$ cat config.mk
export PLATFORM = sky130hd
export DESIGN_NAME = sbox_layer_scheduler
export DESIGN_NICKNAME = d
export VERILOG_FILES = /design/src/rtl/sbox_layer_scheduler.sv
export SDC_FILE = /design/constraint.sdc
export NUM_CORES = 1
export LEC_CHECK = 0
export BUFFER_PORTS_ARGS = -buffer_cell sky130_fd_sc_hd__buf_2
export CORE_AREA = 2 2 233 235
export CTS_CLUSTER_SIZE = 14
export DETAILED_ROUTE_END_ITERATION = 7
export DIE_AREA = 0 0 235 237
export PLACE_DENSITY = 0.72
export SETUP_SLACK_MARGIN = 0.3
export SLEW_MARGIN = 15
export SYNTH_ARGS = -nofsm -noshare
export SYNTH_HDL_FRONTEND = slang
export SYNTH_SLANG_ARGS = --single-unit
$ cat constraint.sdc
create_clock -name clk -period 3.3 [get_ports clk]
set_clock_uncertainty 0.15 [all_clocks]
set_input_delay 0.495 -clock clk [delete_from_list [all_inputs] [get_ports clk]]
set_output_delay 0.495 -clock clk [all_outputs]
set_load 0.02 [all_outputs]
$ cat src/rtl/sbox_layer_scheduler.sv
// sbox_layer_scheduler
// Runs one SKINNY-64 S-box layer: the 16 masked nibbles go one at a time
// through a single shared masked 4-bit S-box core. For each nibble the block
// fetches fresh randomness, holds the core inputs steady for the core latency,
// captures the core output into an internal buffer and flags a missing Synch.
//
// Ports
//   clk, rst            clock; asynchronous active-low reset
//   start               begin a layer (honoured only in IDLE)
//   busy, done, err     status: not idle / one-cycle completion / sticky Synch error
//   state_in/state_out  masked state, nibble i share k at [16i+4k +: 4]
//   rnd_req/valid/data  fresh-randomness handshake (transfer = req & valid)
//   sbox_x/sbox_fresh   core inputs, zero outside the ISSUE/WAIT window
//   sbox_y/sbox_synch   core output and its Synch flag
module sbox_layer_scheduler #(
    parameter int SECURITY_ORDER = 3,
    parameter int NUM_NIBBLES    = 16,
    parameter int SBOX_LATENCY   = 4,
    parameter int FRESH_WIDTH    = 24
) (
    input  logic                                        clk,
    input  logic                                        rst,
    input  logic                                        start,
    output logic                                        busy,
    output logic                                        done,
    output logic                                        err,
    input  logic [NUM_NIBBLES*4*(SECURITY_ORDER+1)-1:0] state_in,
    output logic [NUM_NIBBLES*4*(SECURITY_ORDER+1)-1:0] state_out,
    output logic                                        rnd_req,
    input  logic                                        rnd_valid,
    input  logic [FRESH_WIDTH-1:0]                      rnd_data,
    output logic [4*(SECURITY_ORDER+1)-1:0]             sbox_x,
    output logic [FRESH_WIDTH-1:0]                      sbox_fresh,
    input  logic [4*(SECURITY_ORDER+1)-1:0]             sbox_y,
    input  logic                                        sbox_synch
);
    localparam int NW = 4 * (SECURITY_ORDER + 1);   // bits per masked nibble
    localparam int IW = (NUM_NIBBLES > 1) ? $clog2(NUM_NIBBLES) : 1;
    localparam int CW = (SBOX_LATENCY > 1) ? $clog2(SBOX_LATENCY) : 1;

    typedef enum logic [2:0] {IDLE, FETCH, ISSUE, WAIT, DONE} state_e;

    state_e                         state_q, state_d;
    logic [NUM_NIBBLES-1:0][NW-1:0] buf_q, buf_d;
    logic [NUM_NIBBLES-1:0][NW-1:0] out_q, out_d;
    logic [IW-1:0]                  idx_q, idx_d;
    logic [CW-1:0]                  cnt_q, cnt_d;
    logic [NW-1:0]                  x_q, x_d;
    logic [FRESH_WIDTH-1:0]         fresh_q, fresh_d;
    logic                           busy_q, busy_d;
    logic                           done_q, done_d;
    logic                           err_q, err_d;
    logic                           req_q, req_d;

    always_comb begin
        state_d = state_q;
        buf_d   = buf_q;
        out_d   = out_q;
        idx_d   = idx_q;
        cnt_d   = cnt_q;
        x_d     = x_q;
        fresh_d = fresh_q;
        busy_d  = busy_q;
        done_d  = 1'b0;
        err_d   = err_q;
        req_d   = req_q;
        case (state_q)
            IDLE: begin
                if (start) begin
                    buf_d   = state_in;
                    idx_d   = '0;
                    err_d   = 1'b0;
                    busy_d  = 1'b1;
                    req_d   = 1'b1;
                    state_d = FETCH;
                end
            end
            FETCH: begin
                // The fresh bits go straight into the core-input register, so
                // the core sees the nibble and its randomness from ISSUE on.
                if (rnd_valid) begin
                    fresh_d = rnd_data;
                    x_d     = buf_q[idx_q];
                    req_d   = 1'b0;
                    state_d = ISSUE;
                end
            end
            ISSUE: begin
                cnt_d   = CW'(SBOX_LATENCY - 1);
                state_d = WAIT;
            end
            WAIT: begin
                if (cnt_q == '0) begin
                    // Capture even without Synch; err records the violation.
                    buf_d[idx_q] = sbox_y;
                    if (!sbox_synch) err_d = 1'b1;
                    x_d     = '0;
                    fresh_d = '0;
                    if (idx_q == IW'(NUM_NIBBLES - 1)) begin
                        done_d  = 1'b1;
                        state_d = DONE;
                    end else begin
                        idx_d   = IW'(idx_q + 1'b1);
                        req_d   = 1'b1;
                        state_d = FETCH;
                    end
                end else begin
                    cnt_d = CW'(cnt_q - 1'b1);
                end
            end
            DONE: begin
                out_d   = buf_q;
                busy_d  = 1'b0;
                state_d = IDLE;
            end
            default: begin
                state_d = IDLE;
                busy_d  = 1'b0;
                req_d   = 1'b0;
                x_d     = '0;
                fresh_d = '0;
            end
        endcase
    end

    always_ff @(posedge clk or negedge rst) begin
        if (!rst) begin
            state_q <= IDLE;
            buf_q   <= '0;
            out_q   <= '0;
            idx_q   <= '0;
            cnt_q   <= '0;
            x_q     <= '0;
            fresh_q <= '0;
            busy_q  <= 1'b0;
            done_q  <= 1'b0;
            err_q   <= 1'b0;
            req_q   <= 1'b0;
        end else begin
            state_q <= state_d;
            buf_q   <= buf_d;
            out_q   <= out_d;
            idx_q   <= idx_d;
            cnt_q   <= cnt_d;
            x_q     <= x_d;
            fresh_q <= fresh_d;
            busy_q  <= busy_d;
            done_q  <= done_d;
            err_q   <= err_d;
            req_q   <= req_d;
        end
    end

    assign busy       = busy_q;
    assign done       = done_q;
    assign err        = err_q;
    assign rnd_req    = req_q;
    assign sbox_x     = x_q;
    assign sbox_fresh = fresh_q;
    assign state_out  = out_q;

endmodule

# ---- Word-level counts from Yosys, hierarchy flattened
# Index checks and enable logic that the tools add are counted.
dict set report word_totals {
  register_bits 565
  inputBits 301
  out_inout_bits 300
  elab_cells 113
}
dict set report classes {
  n_addsub 2
  order_cmp 2
  n_eq_ne 11
  mux 38
  bitwise 3
  reduce_logical 16
}
# cell count
set op_table {}
lappend op_table {{$mux W256} 2}
lappend op_table {{$pmux W256 S2} 1}
lappend op_table {{$bwmux W256} 1}
lappend op_table {{$pmux W24 S3} 1}
lappend op_table {{$bmux W16 S4} 1}
lappend op_table {{$demux W16 S4} 1}
lappend op_table {{$mux W16} 4}
lappend op_table {{$mux W24} 2}
lappend op_table {{$pmux W16 S3} 1}
lappend op_table {{$mux W3} 4}
lappend op_table {{$mux W4} 3}
lappend op_table {{$ne A2 B2 Y1 const B} 6}
lappend op_table {{$pmux W3 S4} 1}
lappend op_table {{$mux W1} 10}
lappend op_table {{$reduce_and A3 Y1} 3}
lappend op_table {{$pmux W4 S2} 1}
lappend op_table {{$reduce_and A4 Y1} 2}
lappend op_table {{$eq A3 B2 Y1 const B} 2}
lappend op_table {{$reduce_or A3 Y1} 2}
lappend op_table {{$lt A4 B5 Y1 const B} 1}
lappend op_table {{$reduce_and A5 Y1} 1}
lappend op_table {{$add A4 B1 Y4 const B} 1}
lappend op_table {{$eq A4 B4 Y1 const B} 1}
lappend op_table {{$ge A4 B1 Y1 const B} 1}
lappend op_table {{other kinds (14)} 19}

# ---- Longest topological paths before layout
# Gate-level depths: netlist (run 1).
dict set report depth {
  ltp_word 7
  depth_mapped 11
  mapped_depth_nobuf 6
}

# ---- Worst setup path after synthesis (run 1)
# OpenSTA, ideal clock, no wires.
dict set report synth_path {
  kind {flip-flop to flip-flop}
  start {register idx_q[0]}
  end {register buf_q[101] (netlist name)}
  setup_time_ns 0.078
  t_arrival_ns 2.215
  required_time_ns 3.072
  setup_slack_ns 0.857
  stages_incl_launch_ff 11
  n_path_buf 4
  period_less_slack_ns 2.443
  path_cell_list {dfrtp_1 buf_4 buf_4 clkinv_1 buf_2 ha_1 nand4b_1 nor2_1 buf_2 a22oi_1 o2bb2ai_1}
}
dict set report synth_between {
  elab_chain_len 7
  word_cells_on_any_way 8
  cone_classes {2 x order compare; 5 x mux; 1 x reduce/logical}
}
# item line
set synth_rtl {}
lappend synth_rtl {{from (decl)} 46} ;# logic [IW-1:0] idx_q, idx_d;
lappend synth_rtl {{from (signal assigned)} 143} ;# idx_q <= idx_d;
lappend synth_rtl {{$lt A4 B5 Y1 (not written as such) / $ge A4 B1 Y1 (equally long branches)} 95} ;# buf_d[idx_q] = sbox_y;
lappend synth_rtl {{$logic_and A1 B1 Y1 (not written as such)} 95}
lappend synth_rtl {{$mux W16 (not written as such)} 95}
lappend synth_rtl {{$demux W16 S4 *} 95}
lappend synth_rtl {{$bwmux W256 *} 95}
lappend synth_rtl {{$mux W256 *} 93} ;# if (cnt_q == '0) begin
lappend synth_rtl {{$pmux W256 S2 *} 67} ;# case (state_q)
lappend synth_rtl {{to (signal assigned)} 141} ;# buf_q <= buf_d;
lappend synth_rtl {{to (decl)} 44} ;# logic [NUM_NIBBLES-1:0][NW-1:0] buf_q, buf_d;
# Mark *: on every way between the ends. The rest lies on a longest branch, timed or not. The select of a mux whose other input is x is not followed.
# A chain may end at the register's enable or synchronous reset.

# ---- Worst setup path in the final report (run 1)
dict set report layout_path {
  start {register state_q[0]}
  end {register buf_q[37] (netlist name)}
}
dict set report layout_between {
  elab_chain_len 3
  word_cells_on_any_way 7
  cone_classes {3 x eq/ne; 1 x mux; 3 x reduce/logical}
}
# item line
set layout_rtl {}
lappend layout_rtl {{from (decl)} 43} ;# state_e state_q, state_d;
lappend layout_rtl {{from (signal assigned)} 140} ;# state_q <= state_d;
lappend layout_rtl {{$eq A3 B2 Y1 / $logic_not A3 Y1 (equally long branches)} 67}
lappend layout_rtl {{$ne A2 B2 Y1 (no source line) / $reduce_bool A2 Y1 (equally long branches)} -}
lappend layout_rtl {{$reduce_and A3 Y1 (no source line)} -}
# Parallel ways exist; a longest one is shown, timed or not.

==> results_tabular.tex, run 1 <==
\begin{tabular}{lr}
\hline
Metric & Value \\
\hline
\multicolumn{2}{l}{\textbf{Detailed routing}} \\
\quad Sum of routed wire length over all layers & 97.6 mm \\
\quad Post-detailed-route DRC marker count & 0 \\
\quad Vias per Instance & 6.52 \\
\quad Average routed wire per standard cell & 31.0 µm \\
\quad Antenna Violating Nets Remaining & 0 \\
\quad First-pass DRT Iterations & 6 \\
\quad Vias after detailed routing & 20500 \\
\quad Initial drt markers & 2465 \\
\multicolumn{2}{l}{\textbf{Logic synthesis}} \\
\quad Sequential-to-total area share from yosys stat & 0.562 \\
\quad Netlist area before placement & 25200 µm² \\
\quad Nets in the synthesized netlist & 2163 \\
\quad Area share of and/or/nand/nor cells after synthesis & 0.0268 \\
\quad Synthesis-stage register bit count & 565 \\
\quad Netlist cell types & 53 \\
\quad Number of flops mapped to enable cells by yosys & 0 \\
\quad Mux cell area share after synthesis & 0.172 \\
\quad Avg Cell Area, Syn & 13.6 µm² \\
\quad Area fraction in compound gates after synthesis & 0.193 \\
\quad Post-synthesis share of cell area spent on full adders, half adders and majority gates & 0.00249 \\
\quad Yosys warns & 0 \\
\quad Post-synth top flop & dfrtp\_1 \\
\quad Gate count after technology mapping & 1857 \\
\quad Post-synthesis share of cell area spent on xor and xnor gates & 0 \\
\quad Combinational family with the most area after synthesis & compound AO/OA/AOI/OAI gates \\
\quad Share of flip-flops with an asynchronous set or reset after synthesis & 1.00 \\
\multicolumn{2}{l}{\textbf{STA}} \\
\quad Setup repair after global routing missed its margin & false \\
\quad Crit share post-route & 0.832 \\
\quad Worst hold slack across all endpoints & 0.0315 ns \\
\quad Final critical path time including I/O delays and setup & 2.74 ns \\
\quad Hold violation total from the final report & 0 \\
\quad Fin. max-slew vios & 0 \\
\quad Setup TNS & 0 ns \\
\quad Count of final setup violators & 0 \\
\quad Tightest slew margin relative to the limit & 0.395 \\
\quad Worst slew pin tran & 0.907 ns \\
\quad Upper clock frequency limit & 364 MHz \\
\multicolumn{2}{l}{\textbf{Run status}} \\
\quad Run status & complete, no violations \\
\multicolumn{2}{l}{\textbf{Placement}} \\
\quad Quantity of I/O buffers inserted on ports & 600 \\
\quad GPL Wtd Cong & 0.891 \\
\quad HPWL after detailed placement & 69.0 mm \\
\multicolumn{2}{l}{\textbf{Floorplan}} \\
\quad Core outline area & 53300 µm² \\
\quad Area of the die & 55700 µm² \\
\quad Initial core utilization & 0.472 \\
\quad Top Ports & 601 \\
\quad Die Height & 237 µm \\
\quad Chip width & 235 µm \\
\quad Core Rows & 85 \\
\multicolumn{2}{l}{\textbf{Setup path}} \\
\quad Critical path launch point type & register \\
\quad Worst path arrival time & 3.06 ns \\
\quad Worst endpoint required time & 3.62 ns \\
\quad Type of destination of the critical path & register \\
\quad Crit-path max FO & 19 \\
\quad Kind of critical path & reg2reg \\
\multicolumn{2}{l}{\textbf{Power}} \\
\quad Power density over the cells & 864 nW/µm² \\
\quad Leakage component of the power & 15.1 nW \\
\quad Max VDD drop & 0.491 mV \\
\quad Post-route total power & 26.8 mW \\
\multicolumn{2}{l}{\textbf{GRT}} \\
\quad Total grt overflow & 0 \\
\quad Met1 Resource Use GR & 0.435 \\
\quad Number of antenna violations at the first check in global routing & 9 \\
\quad GR Util met3 & 0.0832 \\
\quad Busiest metal layer after global routing & met2 \\
\quad Wire length of the first global-routing pass & 142 mm \\
\quad GRT met2 Usage & 0.561 \\
\quad Via count of the first global-routing pass & 20600 \\
\quad Total track usage & 0.345 \\
\quad Pin count of the biggest net entering global routing & 129 \\
\multicolumn{2}{l}{\textbf{Finish}} \\
\quad Share of post-route cells with drive strength above 1 & 0.451 \\
\quad Synthesis-to-finish area growth & 23.4\% \\
\quad Filler instances & 4244 \\
\quad Net count, final & 2709 \\
\multicolumn{2}{l}{\textbf{Clocking}} \\
\quad Clock tree from TritonCTS & yes \\
\quad Maximum buffer depth of the clock tree & 3 \\
\quad H-tree level count & 2 \\
\quad Num CTS Buffers & 58 \\
\quad Clock-pin transition on the worst setup and hold timing paths & 0.07 ns \\
\quad CTS sink count & 565 \\
\quad Clock insertion delay at the later pin of the skew report & 0.63 ns \\
\quad Root buf cell & clkbuf\_16 \\
\multicolumn{2}{l}{\textbf{Run}} \\
\quad Number of violations of the max-capacitance limit & 0 \\
\multicolumn{2}{l}{\textbf{Min path}} \\
\quad Type of the tightest min-delay check & in2reg \\
\hline
\end{tabular}
[kinds of logic after synthesis]
family	after synthesis
mux	321
buf+inv	226
simple gates	133
flops	565
compound gates	607
fa+ha+maj	5
[path summary, 6_finish.rpt]
| path | from | endpoint | slack (ns) | cells after the start |
|---|---|---|---|---|
| min reg2reg | sbox_fresh[18] | sbox_fresh[18] | 0.34 | 1 |
| max in group asynchronous | rst | state_out[11] | 1.70 | 3 |
| min in group asynchronous | rst | state_out[183] | 0.35 | 2 |
| max reg2reg | state_q[0] | buf_q[37] | 0.56 | 4 |
| min | state_in[145] | buf_q[145] | 0.03 | 3 |
| max | state_q[0] | buf_q[37] | 0.56 | 4 |
[metrics by stage]
stage | area (µm²) | setup WS, ns | std cells | utilization
after floorplan | 25200 | 0.857 | 1857 | -
after global placement | 28700 | 0.684 | 3014 | 0.539
after detailed placement | 28700 | 0.587 | 3014 | 0.539
after CTS | 31100 | 0.574 | 3146 | 0.583
after global routing | 31100 | 0.405 | 3149 | 0.583
final | 31100 | 0.556 | 3149 | 0.583
[routing by layer]
layer,wire length [µm],share of wire
met5,65,0.00067
met4,5280,0.054
met3,9630,0.099
met2,46900,0.48
met1,35700,0.37
[cells in the final DEF, fill, tap and decap left out, types with 12 or more instances in the layout]
master,n
buf_2,599
dfrtp_1,562
mux2_2,257
a22oi_1,241
o2bb2ai_1,240
mux4_2,64
nand2_1,61
clkbuf_16,59
buf_4,49
dlygate4sd3_1,25
inv_1,24
a22o_1,24
nand3_1,22
o21ai_0,22
o22ai_1,16
a2bb2oi_1,16
a221o_1,16
buf_12,13
a21o_1,12
clkbuf_1,12
[synth_stat cells (11+ instances only)]
cell       number  area share
buf_2         109       0.022
a221o_1        16      0.0064
a21o_1         12      0.0036
clkbuf_1       40      0.0060
dfrtp_1       565        0.56
a2bb2oi_1      16      0.0056
a22oi_1       241       0.072
o21ai_0        22      0.0044
mux4_2         64       0.057
nand3_1        22      0.0044
o2bb2ai_1     240       0.084
mux2_2        257        0.11
inv_1          24      0.0036
o22ai_1        16      0.0040
buf_1          20      0.0030
nor2_1         11      0.0016
buf_4          27      0.0081
a22o_1         24      0.0084
nand2_1        61      0.0091
[flip-flops by register name, indices dropped and copies added, names as in the netlist, 2 cells and up]
| register | cells |
|---|---|
| sbox_fresh | 24 |
| state_q | 3 |
| cnt_q | 2 |
| state_out | 256 |
| idx_q | 4 |
| sbox_x | 16 |
| buf_q | 256 |
[worst max-delay path: stages, from the launching register on]
cell	delay, ns
dfrtp_1	0.77
and3_1	0.36
o21a_2	0.42
nand2_1	0.57
o2bb2ai_1	0.31
[repair_timing]
| item | 4_1_cts | 5_1_grt |
|---|---|---|
| gates resized for setup | 0 | 0 |
| setup buffers | 0 | 0 |
| hold buffers | 25 | 0 |
| endpoints found under the hold margin | 89 | 0 |
[final cells by class]
class / count / area (µm²) / area share
repair buffers: 687 / 3890 / 0.125
flip-flops and latches: 565 / 14100 / 0.455
diodes: 3 / 7.51 / 0.000242
clock inverters: 25 / 403 / 0.0130
multi-input cells: 1066 / 9980 / 0.321
well taps: 696 / 871 / 0.0280
clock buffers: 82 / 1670 / 0.0539
inverters: 25 / 93.8 / 0.00302
[report_power, final]
| part | total, mW | internal [mW] | switching, mW |
|---|---|---|---|
| combinational | 8.94 | 3.92 | 5.02 |
| clock | 7.18 | 4.31 | 2.87 |
| sequential | 10.7 | 8.70 | 2.01 |
| total | 26.8 | 16.9 | 9.90 |
Power figures use the tool's default switching activity.
==> run 2: changes to the inputs <==
==> constraint.sdc (replaced) <==
create_clock -name clk -period 2.7 [get_ports clk]
set_clock_uncertainty 0.15 [all_clocks]
set_input_delay 0.405 -clock clk [delete_from_list [all_inputs] [get_ports clk]]
set_output_delay 0.405 -clock clk [all_outputs]
set_load 0.02 [all_outputs]
==> results_tabular.tex, run 2 (same netlist as run 1, synthesis figures left out) <==
\begin{tabular}{lr}
\hline
Metric & Value \\
\hline
\multicolumn{2}{l}{\textbf{Run status}} \\
\quad Run status & complete, no violations \\
\multicolumn{2}{l}{\textbf{Detailed routing}} \\
\quad Post-detailed-route DRC marker count & 0 (unchanged) \\
\quad Average routed wire per standard cell & 30.1 µm (-2.7\%) \\
\quad Vias per Instance & 6.42 (-1.4\%) \\
\quad Initial drt markers & 2429 (-1.5\%) \\
\quad Antenna Violating Nets Remaining & 0 (unchanged) \\
\quad Vias after detailed routing & 21700 (+5.7\%) \\
\quad Sum of routed wire length over all layers & 102 mm (+4.3\%) \\
\quad First-pass DRT Iterations & 6 (unchanged) \\
\multicolumn{2}{l}{\textbf{Setup path}} \\
\quad Worst endpoint required time & 3.03 ns (-0.59 ns) \\
\quad Crit-path max FO & 32 (+13) \\
\quad Type of destination of the critical path & register \\
\quad Worst path arrival time & 2.64 ns (-0.42 ns) \\
\quad Critical path launch point type & register \\
\quad Kind of critical path & reg2reg \\
\multicolumn{2}{l}{\textbf{Clocking}} \\
\quad Clock-pin transition on the worst setup and hold timing paths & 0.06 ns (about the same) \\
\quad Maximum buffer depth of the clock tree & 3 (unchanged) \\
\quad Clock tree from TritonCTS & yes \\
\quad CTS sink count & 565 (unchanged) \\
\quad Clock insertion delay at the later pin of the skew report & 0.60 ns (-0.03 ns) \\
\quad Num CTS Buffers & 57 (-1.7\%) \\
\quad Root buf cell & clkbuf\_16 \\
\quad H-tree level count & 2 (unchanged) \\
\multicolumn{2}{l}{\textbf{Placement}} \\
\quad Quantity of I/O buffers inserted on ports & 600 (unchanged) \\
\quad HPWL after detailed placement & 70.2 mm (+1.7\%) \\
\quad GPL Wtd Cong & 0.919 (+3.1\%) \\
\quad Setup slack at placement & 0.281 ns (-0.306 ns) \\
\multicolumn{2}{l}{\textbf{Finish}} \\
\quad Net count, final & 2954 (+9.0\%) \\
\quad Most frequent standard cell in the layout excluding fill and tap cells & buf\_2 \\
\quad Most frequent cells in the layout & 599 x buf\_2, 561 x dfrtp\_1, 257 x mux2\_2 \\
\quad Share of post-route cells with drive strength above 1 & 0.420 (-0.0315) \\
\quad Synthesis-to-finish area growth & 32.3\% \\
\multicolumn{2}{l}{\textbf{GRT}} \\
\quad Wire length of the first global-routing pass & 148 mm (+4.6\%) \\
\quad Pin count of the biggest net entering global routing & 133 (+3.1\%) \\
\quad Via count of the first global-routing pass & 22100 (+7.2\%) \\
\quad Total grt overflow & 0 (unchanged) \\
\quad Number of antenna violations at the first check in global routing & 2 (-7) \\
\quad Total track usage & 0.358 (+0.0123) \\
\multicolumn{2}{l}{\textbf{STA}} \\
\quad Worst slew pin tran & 0.920 ns (+0.0131 ns) \\
\quad Smallest setup slack after layout & 0.385 ns (-0.170 ns) \\
\quad Tightest slew margin relative to the limit & 0.387 (-0.00876) \\
\quad Fin. max-slew vios & 0 (unchanged) \\
\quad Setup TNS & 0 ns (unchanged) \\
\quad Hold violation total from the final report & 0 (unchanged) \\
\quad Setup repair after global routing missed its margin & true \\
\quad Final critical path time including I/O delays and setup & 2.31 ns (-0.430 ns) \\
\quad Upper clock frequency limit & 432 MHz (+19\%) \\
\quad Count of final setup violators & 0 (unchanged) \\
\quad Crit share post-route & 0.857 (+0.0257) \\
\multicolumn{2}{l}{\textbf{Floorplan}} \\
\quad Core Rows & 85 (unchanged) \\
\quad Initial core utilization & 0.472 (unchanged) \\
\quad Top Ports & 601 (unchanged) \\
\quad Die Height & 237 µm (unchanged) \\
\quad Area of the die & 55700 µm² (unchanged) \\
\quad Core outline area & 53300 µm² (unchanged) \\
\quad Chip width & 235 µm (unchanged) \\
\multicolumn{2}{l}{\textbf{Power}} \\
\quad Leakage component of the power & 16.0 nW (+6.4\%) \\
\quad Power density over the cells & 967 nW/µm² (+12\%) \\
\quad Post-route total power & 32.2 mW (+20\%) \\
\quad Max VDD drop & 0.790 mV (+61\%) \\
\multicolumn{2}{l}{\textbf{Run}} \\
\quad Number of violations of the max-capacitance limit & 0 (unchanged) \\
\multicolumn{2}{l}{\textbf{Min path}} \\
\quad Type of the tightest min-delay check & in2reg \\
\hline
\end{tabular}
run 2: cell count changes in the layout (fill, tap and decap cells not counted), moves of 4 or more:
cell / delta
buf_12: +16
buf_4: +17
bufinv_16: -9
clkinvlp_4: -4
dlygate4sd3_1: +213
run 2: layout make-up:
class	count	area, µm²
Clock buffer	81	1630
Multi-Input combinational cell	1066	10000
Fill cell	4019	20000
Inverter	25	93.8
Antenna cell	1	2.50
Tap cell	696	871
Timing Repair Buffer	933	6470
Sequential cell	565	14100
Clock inverter	9	80.1
run 2: metal layers:
layer | wire [µm] | vias up | GRT usage
met5 | 11 | - | 0
met4 | 6430 | 2 | 0.190
met3 | 10200 | 357 | 0.0786
met2 | 48500 | 1593 | 0.582
met1 | 36600 | 11000 | 0.448
li1 | - | 8784 | -
run 2: worst max-delay path, stage by stage (launching register included):
cell	delay, ns
dfrtp_4	0.44
buf_4	0.44
mux4_2	0.41
nand3_1	0.16
o21ai_0	0.25
a221o_1	0.32
run 2: timing repair:
action | in CTS | in global routing
setup endpoints to repair | 69 | 118
buffers inserted | 1 | 1
pin swaps | 1 | 1
cloned | 0 | 0
gates resized for setup | 3 | 5
endpoints found under the hold margin | 281 | 0
hold buffers | 238 | 0
run 2: through the flow:
stage          instance area (µm²)  cells  hold slack, ns  utilization
2_1_floorplan                25200   1857         -0.0406            -
3_3_place_gp                 29200   3045           0.263        0.547
4_1_cts                      33300   3374         0.00149        0.625
3_5_place_dp                 29200   3045           0.273        0.547
6_report                     33300   3376          0.0215        0.625
5_1_grt                      33300   3376         0.00522        0.625
run 2: final timing paths:
kind	from	endpoint	slack, ns	depth (start not counted)
worst max-delay path	idx_q[1]	sbox_x[4]	0.39	5
worst min-delay path	state_in[97]	buf_q[97]	0.02	3
worst max register to register	idx_q[1]	sbox_x[4]	0.39	5
worst min register to register	sbox_fresh[17]	sbox_fresh[17]	0.35	1
max in group asynchronous	rst	buf_q[193]	1.16	3
min in group asynchronous	rst	sbox_fresh[7]	0.20	2
run 2: power by group:
group	leakage, nW	total (mW)	switching, mW	internal [mW]
registers	7.41	13.1	2.46	10.6
clock network	0.839	7.53	3.31	4.23
logic	7.80	11.6	6.32	5.26
==> run 3: changes to the inputs <==
==> constraint.sdc (replaced) <==
create_clock -name clk -period 2.8 [get_ports clk]
set_clock_uncertainty 0.15 [all_clocks]
set_input_delay 0.42 -clock clk [delete_from_list [all_inputs] [get_ports clk]]
set_output_delay 0.42 -clock clk [all_outputs]
set_load 0.02 [all_outputs]
==> results_tabular.tex, run 3 (same netlist as run 1, synthesis figures left out) <==
\begin{tabular}{lr}
\hline
Metric & Value \\
\hline
\multicolumn{2}{l}{\textbf{Run status}} \\
\quad Run status & complete, no violations \\
\multicolumn{2}{l}{\textbf{Run}} \\
\quad Number of violations of the max-capacitance limit & 0 (unchanged) \\
\multicolumn{2}{l}{\textbf{Detailed routing}} \\
\quad Average routed wire per standard cell & 30.0 µm (-0.33\%) \\
\quad Post-detailed-route DRC marker count & 0 (unchanged) \\
\quad Initial drt markers & 2782 (+15\%) \\
\quad First-pass DRT Iterations & 7 (+1) \\
\quad Antenna Violating Nets Remaining & 0 (unchanged) \\
\quad Sum of routed wire length over all layers & 102 mm (-0.12\%) \\
\quad Vias per Instance & 6.39 (-0.53\%) \\
\quad Vias after detailed routing & 21600 (-0.33\%) \\
\multicolumn{2}{l}{\textbf{Setup path}} \\
\quad Crit-path max FO & 16 (-50\%) \\
\quad Critical path launch point type & register \\
\quad Type of destination of the critical path & register \\
\quad Kind of critical path & reg2reg \\
\quad Worst endpoint required time & 3.18 ns (+0.15 ns) \\
\quad Worst path arrival time & 2.82 ns (+0.18 ns) \\
\multicolumn{2}{l}{\textbf{Placement}} \\
\quad GPL Wtd Cong & 0.925 (+0.64\%) \\
\quad HPWL after detailed placement & 69.6 mm (-0.76\%) \\
\quad Quantity of I/O buffers inserted on ports & 600 (unchanged) \\
\multicolumn{2}{l}{\textbf{Clocking}} \\
\quad Num CTS Buffers & 59 (+3.5\%) \\
\quad Clock-pin transition on the worst setup and hold timing paths & 0.07 ns (about the same) \\
\quad Root buf cell & clkbuf\_16 \\
\quad Clock tree from TritonCTS & yes \\
\quad H-tree level count & 2 (unchanged) \\
\quad Maximum buffer depth of the clock tree & 3 (unchanged) \\
\quad CTS sink count & 565 (unchanged) \\
\quad Clock insertion delay at the later pin of the skew report & 0.62 ns (+0.02 ns) \\
\multicolumn{2}{l}{\textbf{Finish}} \\
\quad Net count, final & 2946 (-0.27\%) \\
\quad Most frequent standard cell in the layout excluding fill and tap cells & buf\_2 \\
\quad Most frequent cells in the layout & 599 x buf\_2, 560 x dfrtp\_1, 257 x mux2\_2 \\
\quad Final Util & 0.629 (+0.00390) \\
\quad Synthesis-to-finish area growth & 33.1\% \\
\quad Share of post-route cells with drive strength above 1 & 0.427 (+0.00672) \\
\multicolumn{2}{l}{\textbf{GRT}} \\
\quad Total grt overflow & 0 (unchanged) \\
\quad Wire length of the first global-routing pass & 148 mm (-0.56\%) \\
\quad Via count of the first global-routing pass & 21800 (-1.5\%) \\
\quad Number of antenna violations at the first check in global routing & 2 (unchanged) \\
\quad Pin count of the biggest net entering global routing & 129 (-3.0\%) \\
\quad Total track usage & 0.357 (about the same) \\
\multicolumn{2}{l}{\textbf{STA}} \\
\quad Setup repair after global routing missed its margin & true \\
\quad Worst slew pin tran & 0.855 ns (-0.0651 ns) \\
\quad Setup TNS & 0 ns (unchanged) \\
\quad Worst hold slack across all endpoints & 0.0225 ns (+0.00102 ns) \\
\quad Tightest slew margin relative to the limit & 0.430 (+0.0434) \\
\quad Count of final setup violators & 0 (unchanged) \\
\quad Final critical path time including I/O delays and setup & 2.44 ns (+0.127 ns) \\
\quad Hold violation total from the final report & 0 (unchanged) \\
\quad Upper clock frequency limit & 410 MHz (-5.2\%) \\
\quad Fin. max-slew vios & 0 (unchanged) \\
\quad Crit share post-route & 0.872 (+0.0147) \\
\multicolumn{2}{l}{\textbf{Floorplan}} \\
\quad Die Height & 237 µm (unchanged) \\
\quad Core Rows & 85 (unchanged) \\
\quad Chip width & 235 µm (unchanged) \\
\quad Top Ports & 601 (unchanged) \\
\quad Core outline area & 53300 µm² (unchanged) \\
\quad Area of the die & 55700 µm² (unchanged) \\
\quad Initial core utilization & 0.472 (unchanged) \\
\multicolumn{2}{l}{\textbf{Power}} \\
\quad Max VDD drop & 0.529 mV (-33\%) \\
\quad Power density over the cells & 956 nW/µm² (-1.1\%) \\
\quad Leakage component of the power & 16.2 nW (+0.78\%) \\
\multicolumn{2}{l}{\textbf{Min path}} \\
\quad Type of the tightest min-delay check & in2reg \\
\hline
\end{tabular}
run 3: changes by cell type in the layout (fill, tap and decap cells not counted), moves of 3 or more:
cell | previous run | this run
buf_12 | 29 | 24
buf_4 | 66 | 63
buf_6 | 0 | 3
bufinv_16 | 1 | 7
clkbuf_1 | 13 | 7
clkbuf_16 | 57 | 61
clkinv_2 | 5 | 15
dlygate4sd3_1 | 238 | 231
run 3: final cells by class:
type,instances,area [µm²]
clock inverter,28,334
clock buffer,79,1700
tap,696,871
antenna,1,2.50
inverter,25,93.8
sequential,565,14100
timing repair buffer,923,6350
fill,3940,19800
multi-input combinational,1066,10000
run 3: per-stage QoR:
| step | cells | instance area (µm²) | worst slack (ns) | power, mW |
|---|---|---|---|---|
| 2_1_floorplan | 1857 | 25200 | 0.357 | 18.9 |
| 3_3_place_gp | 3041 | 29100 | 0.235 | 23.0 |
| 3_5_place_dp | 3041 | 29100 | 0.219 | 23.2 |
| 4_1_cts | 3380 | 33500 | 0.339 | 31.8 |
| 5_1_grt | 3383 | 33500 | 0.285 | 33.2 |
| 6_report | 3383 | 33500 | 0.358 | 32.1 |
run 3: worst max-delay path, cell delays in order (launching register included):
cell,delay (ns)
dfrtp_1,0.51
buf_4,0.23
and3b_1,0.49
and3_1,0.31
buf_4,0.29
a22oi_1,0.14
o2bb2ai_1,0.22
run 3: worst paths after layout:
path | from | to | slack, ns | depth (start not counted)
worst max register to register | state_q[2] | buf_q[113] | 0.36 | 6
worst min-delay path | state_in[143] | buf_q[143] | 0.02 | 3
worst max-delay path | state_q[2] | buf_q[113] | 0.36 | 6
max in group asynchronous | rst | buf_q[130] | 1.32 | 3
worst min register to register | sbox_fresh[20] | sbox_fresh[20] | 0.35 | 1
min in group asynchronous | rst | sbox_fresh[5] | 0.31 | 2
run 3: what timing repair did:
item / in CTS / in global routing
resized for setup: 3 / 14
buffers inserted: 1 / 2
endpoints found under the hold margin: 289 / 0
endpoints found under the setup margin: 19 / 126
hold buffers: 231 / 0
pin swaps: 0 / 2
run 3: per-layer routing:
metal,GRT usage,vias to the layer above,part of all wire
met5,0,-,0.00012
met4,0.191,2,0.063
met3,0.0751,354,0.089
met2,0.585,1523,0.48
met1,0.447,11000,0.37
li1,-,8778,-
run 3: report_power, final:
part | total (mW) | switching (mW) | leakage (nW) | internal, mW
Combinational | 11.1 | 6.11 | 7.75 | 5.01
Clock | 8.27 | 3.37 | 1.01 | 4.90
Sequential | 12.7 | 2.41 | 7.41 | 10.3
Total | 32.1 | 11.9 | 16.2 | 20.2
